[src/rtl/axi_lite_cmd_master.sv]
// axi_lite_cmd_master: runs one single-word register read/write command at a time
// as a complete AXI4-Lite transaction and returns the response on a valid/ready port.
module axi_lite_cmd_master #(
  parameter int ADDR_W = 32,
  parameter int DATA_W = 32
) (
  input  logic              axi_lite_aclk,
  input  logic              axi_lite_aresetn,
  input  logic              cmd_valid,
  output logic              cmd_ready,
  input  logic              cmd_write,
  input  logic [ADDR_W-1:0] cmd_addr,
  input  logic [DATA_W-1:0] cmd_wdata,
  output logic              rsp_valid,
  input  logic              rsp_ready,
  output logic [1:0]        rsp_resp,
  output logic [DATA_W-1:0] rsp_rdata,
  output logic              rsp_write,
  output logic [ADDR_W-1:0] axi_lite_awaddr,
  output logic              axi_lite_awvalid,
  input  logic              axi_lite_awready,
  output logic [DATA_W-1:0] axi_lite_wdata,
  output logic              axi_lite_wvalid,
  input  logic              axi_lite_wready,
  input  logic [1:0]        axi_lite_bresp,
  input  logic              axi_lite_bvalid,
  output logic              axi_lite_bready,
  output logic [ADDR_W-1:0] axi_lite_araddr,
  output logic              axi_lite_arvalid,
  input  logic              axi_lite_arready,
  input  logic [DATA_W-1:0] axi_lite_rdata,
  input  logic [1:0]        axi_lite_rresp,
  input  logic              axi_lite_rvalid,
  output logic              axi_lite_rready
);
  typedef enum logic [2:0] {IDLE, WR_AW_W, WR_B, RD_AR, RD_R, RSP} state_t;
  // Every output lives in this register set, so next values are computed here
  // and nothing reaches a port combinationally.
  typedef struct packed {
    state_t            state;
    logic              cmd_ready;
    logic [ADDR_W-1:0] awaddr;
    logic              awvalid;
    logic [DATA_W-1:0] wdata;
    logic              wvalid;
    logic              bready;
    logic [ADDR_W-1:0] araddr;
    logic              arvalid;
    logic              rready;
    logic              rsp_valid;
    logic [1:0]        rsp_resp;
    logic [DATA_W-1:0] rsp_rdata;
    logic              rsp_write;
  } regs_t;
  regs_t r, r_d;
  logic aw_pending, w_pending;
  always_ff @(posedge axi_lite_aclk or negedge axi_lite_aresetn)
    if (!axi_lite_aresetn) r <= '0;
    else r <= r_d;
  assign aw_pending = r.awvalid & ~axi_lite_awready;
  assign w_pending  = r.wvalid & ~axi_lite_wready;
  always_comb begin
    r_d = r;
    case (r.state)
      IDLE:
        if (cmd_valid & r.cmd_ready) begin
          r_d.cmd_ready = 1'b0;
          r_d.awaddr    = cmd_addr;
          r_d.araddr    = cmd_addr;
          r_d.wdata     = cmd_wdata;
          r_d.rsp_write = cmd_write;
          r_d.rsp_resp  = 2'b00;
          r_d.rsp_rdata = '0;
          if (cmd_addr[1:0] != 2'b00) begin
            r_d.state     = RSP;
            r_d.rsp_valid = 1'b1;
            r_d.rsp_resp  = 2'b10;
          end else if (cmd_write) begin
            r_d.state   = WR_AW_W;
            r_d.awvalid = 1'b1;
            r_d.wvalid  = 1'b1;
          end else begin
            r_d.state   = RD_AR;
            r_d.arvalid = 1'b1;
          end
        end else r_d.cmd_ready = 1'b1;
      WR_AW_W: begin
        r_d.awvalid = aw_pending;
        r_d.wvalid  = w_pending;
        if (!aw_pending && !w_pending) begin
          r_d.state  = WR_B;
          r_d.bready = 1'b1;
        end
      end
      WR_B:
        if (axi_lite_bvalid) begin
          r_d.state     = RSP;
          r_d.bready    = 1'b0;
          r_d.rsp_valid = 1'b1;
          r_d.rsp_resp  = axi_lite_bresp;
          r_d.rsp_rdata = '0;
        end
      RD_AR:
        if (axi_lite_arready) begin
          r_d.state   = RD_R;
          r_d.arvalid = 1'b0;
          r_d.rready  = 1'b1;
        end
      RD_R:
        if (axi_lite_rvalid) begin
          r_d.state     = RSP;
          r_d.rready    = 1'b0;
          r_d.rsp_valid = 1'b1;
          r_d.rsp_resp  = axi_lite_rresp;
          r_d.rsp_rdata = axi_lite_rdata;
        end
      RSP:
        if (rsp_ready) begin
          r_d.state     = IDLE;
          r_d.rsp_valid = 1'b0;
          r_d.cmd_ready = 1'b1;
        end
      default: r_d.state = IDLE;
    endcase
  end
  assign cmd_ready        = r.cmd_ready;
  assign rsp_valid        = r.rsp_valid;
  assign rsp_resp         = r.rsp_resp;
  assign rsp_rdata        = r.rsp_rdata;
  assign rsp_write        = r.rsp_write;
  assign axi_lite_awaddr  = r.awaddr;
  assign axi_lite_awvalid = r.awvalid;
  assign axi_lite_wdata   = r.wdata;
  assign axi_lite_wvalid  = r.wvalid;
  assign axi_lite_bready  = r.bready;
  assign axi_lite_araddr  = r.araddr;
  assign axi_lite_arvalid = r.arvalid;
  assign axi_lite_rready  = r.rready;
endmodule

[config.mk]
export PLATFORM = sky130hd
export DESIGN_NAME = axi_lite_cmd_master
export DESIGN_NICKNAME = d
export VERILOG_FILES = /design/src/rtl/axi_lite_cmd_master.sv
export SDC_FILE = /design/constraint.sdc
export NUM_CORES = 1
export LEC_CHECK = 0
export CAP_MARGIN = 20
export CORE_MARGIN = 2
export CORE_UTILIZATION = 28
export DETAILED_ROUTE_END_ITERATION = 7
export HOLD_SLACK_MARGIN = 0.05
export MAX_ROUTING_LAYER = met4
export SYNTH_ARGS = -nofsm -noshare
export SYNTH_HDL_FRONTEND = slang
export SYNTH_SLANG_ARGS = --single-unit
[constraint.sdc]
create_clock -name axi_lite_aclk -period 3.6 [get_ports axi_lite_aclk]
set_input_delay 0.54 -clock axi_lite_aclk [delete_from_list [all_inputs] [get_ports axi_lite_aclk]]
set_output_delay 0.54 -clock axi_lite_aclk [all_outputs]
set_load 0.05 [all_outputs]
==> impl_metrics.json <==
{
  "status": "finished, final reports clean",
  "yosysUniqueCellTypes": 39,
  "slew_viol_final": 0,
  "gr-usage-all-layers": 0.122,
  "clock_sinks": 109,
  "cp-start-kind": "flip-flop",
  "finalCriticalPeriod_ns": 2.34,
  "hold_violations": 0,
  "rsz0062_at_grt": "false",
  "grt-ovfl-total": 0,
  "synth_warnings": 0,
  "max_slew.worst_pin.slew_ns": 0.808,
  "fin_tns_setup_ns": 0,
  "antenna_found_initial": 0,
  "firstDrtPassIters": 4,
  "synth_flop_cell": "dfrtp_1",
  "syn_area_per_cell_sq_um": 11.0,
  "clk_pin_slew_ns": 0.07,
  "layout-drive-gt1-share": 0.154,
  "wire_per_inst_um": 14.1,
  "io_pins": 248,
  "clockRootBuffer": "clkbuf_16",
  "hp-class": "input port to asynchronous set/reset pin",
  "cts_resized": 0,
  "drt_iter0_markers": 117,
  "htreeDepth": 3,
  "diodes": 0,
  "dieHeight_um": 144,
  "worstSkewPairLatency_ns": 0.35,
  "initial_utilization": 0.283,
  "port_buffers": 247,
  "grt_max_degree": 70,
  "syn_inst": 495,
  "post-route-drc-count": 0,
  "arrival_ns": 2.56,
  "yosysSeqAreaShare": 0.500,
  "finalSetupViolations": 0,
  "via_count": 3659,
  "numCtsBuffers": 9,
  "viasPerCell": 4.19,
  "clockBufferDepth": 2,
  "final_antenna_net_count": 0,
  "nFillCells": 1836,
  "die_width_um": 144,
  "hpwl_um": 9370,
  "crit_fanout": 63,
  "finClkSkew_ns": 0.00909,
  "gp_congestion": 0.776,
  "clock.fmax_mhz": 428,
  "path_class": "flip-flop to flip-flop",
  "fin_crit_sh": 0.650,
  "syn_area_sq_um": 5450,
  "cts_hold_buf": 0,
  "row_count": 51,
  "nNetsFinal": 714,
  "r2r_setup_slack_ns": 1.26,
  "multi_input_area_sq_um": 1580,
  "cp.required_ns": 3.82,
  "max-cap-violations": 0,
  "slew_headroom": 0.462,
  "grt_pass1_wl_um": 19100,
  "synthArstFlopShare": 1.00,
  "post_cts_buffers": 0,
  "synth_edf_count": 0,
  "wl_um": 12400,
  "seq_area_sq_um": 2730,
  "first_global_vias": 3701,
  "coreArea_sq_um": 19300,
  "cts_tree": "yes",
  "area_growth_pct": 36.9,
  "syn_nets": 605,
  "setup.worst_path.end_class": "flip-flop",
  "ys_ff_latch": 109,
  "die_area_sq_um": 20600
}
critical path, cell delays in order, from the launching register on:
cell and delay [ns]:
dfrtp_1 0.60, nor3_1 0.35, and2b_2 0.18, buf_4 0.60, mux2_2 0.41
per-layer routing:
layer / wire length (um) / part of all wire / global-route usage
met5: 0 / 0 / -
met4: 176 / 0.014 / 0.0449
met2: 6510 / 0.53 / 0.211
met1: 5030 / 0.41 / 0.143
met3: 633 / 0.051 / 0.0200
area by class of cell:
class | instances | share of cell area
timing repair buffer | 252 | 0.340
clock buffer | 10 | 0.0320
multi-input combinational | 231 | 0.211
clock inverter | 6 | 0.00587
inverter | 1 | 0.000503
sequential | 109 | 0.366
tap | 265 | 0.0444
registers in the layout (all words and copies together), names as in the netlist:
name and count:
axi_lite_awvalid 1, axi_lite_araddr 32, axi_lite_arvalid 1, axi_lite_wvalid 1
rsp_valid 1, cmd_ready 1, rsp_resp 2, r 3
axi_lite_wdata 32, rsp_write 1, axi_lite_bready 1, rsp_rdata 32
axi_lite_rready 1
synthesized netlist by cell type, types with 2 or more instances:
master      n  area, sq um
buf_4     132          991
dfrtp_1   109         2730
nand2_1    75          282
mux2_2     65          732
o21ai_0    31          155
buf_2      10         50.1
nor2_1     10         37.5
buf_6       8         90.1
o21ai_1     8         40.0
nand2b_1    4         25.0
a21oi_1     3         15.0
a221o_1     3         30.0
a31oi_1     3         18.8
clkbuf_1    3         11.3
nor2b_1     3         18.8
nor3_1      3         15.0
a211oi_1    2         15.0
o31ai_2     2         25.0
stage by stage:
stage                     hold slack, ns  cells  area (sq um)   util  setup WS (ns)
final                              0.246    874          7460  0.387           1.26
after global routing               0.306    874          7460  0.387           1.08
after CTS                          0.283    873          7440  0.386           1.22
after detailed placement           0.471    857          7160  0.372          0.906
after global placement             0.464    856          7130  0.370          0.969
after floorplan                    0.244    495          5450      -           1.80
placed cells by master (no fill, tap or decap), types with 2 or more instances in the layout:
| cell | n |
|---|---|
| clkdlybuf4s50_1 | 246 |
| dfrtp_1 | 109 |
| nand2_1 | 75 |
| mux2_2 | 65 |
| o21ai_0 | 31 |
| nor2_1 | 10 |
| clkbuf_16 | 9 |
| o21ai_1 | 8 |
| nand2b_1 | 4 |
| buf_4 | 4 |
| nor3_1 | 3 |
| nor2b_1 | 3 |
| a31oi_1 | 3 |
| a21oi_1 | 3 |
| inv_6 | 3 |
| a211oi_1 | 2 |
| o31ai_2 | 2 |
| a221o_1 | 2 |
| clkinv_2 | 2 |
worst paths after layout:
check / from / cells after the start / endpoint
worst max-delay path: r[140] / 4 / axi_lite_araddr[9]
worst min-delay path: axi_lite_aresetn / 1 / axi_lite_wdata[28]
worst max register to register: r[140] / 4 / axi_lite_araddr[9]
worst min register to register: rsp_rdata[20] / 2 / rsp_rdata[20]
max in group asynchronous: axi_lite_aresetn / 2 / r[138]
min in group axi_lite_aclk: rsp_rdata[20] / 2 / rsp_rdata[20]
kinds of logic after synthesis:
group | after synthesis | synth area share
AOI/OAI and AO/OA | 60 | 0.0672
buffers and inverters | 155 | 0.211
DFF | 109 | 0.500
muxes | 67 | 0.138
and+or+nand+nor | 104 | 0.0833
Power is not shown: default switching activity piles up to over one toggle a cycle in this logic, so the estimate is an artifact.
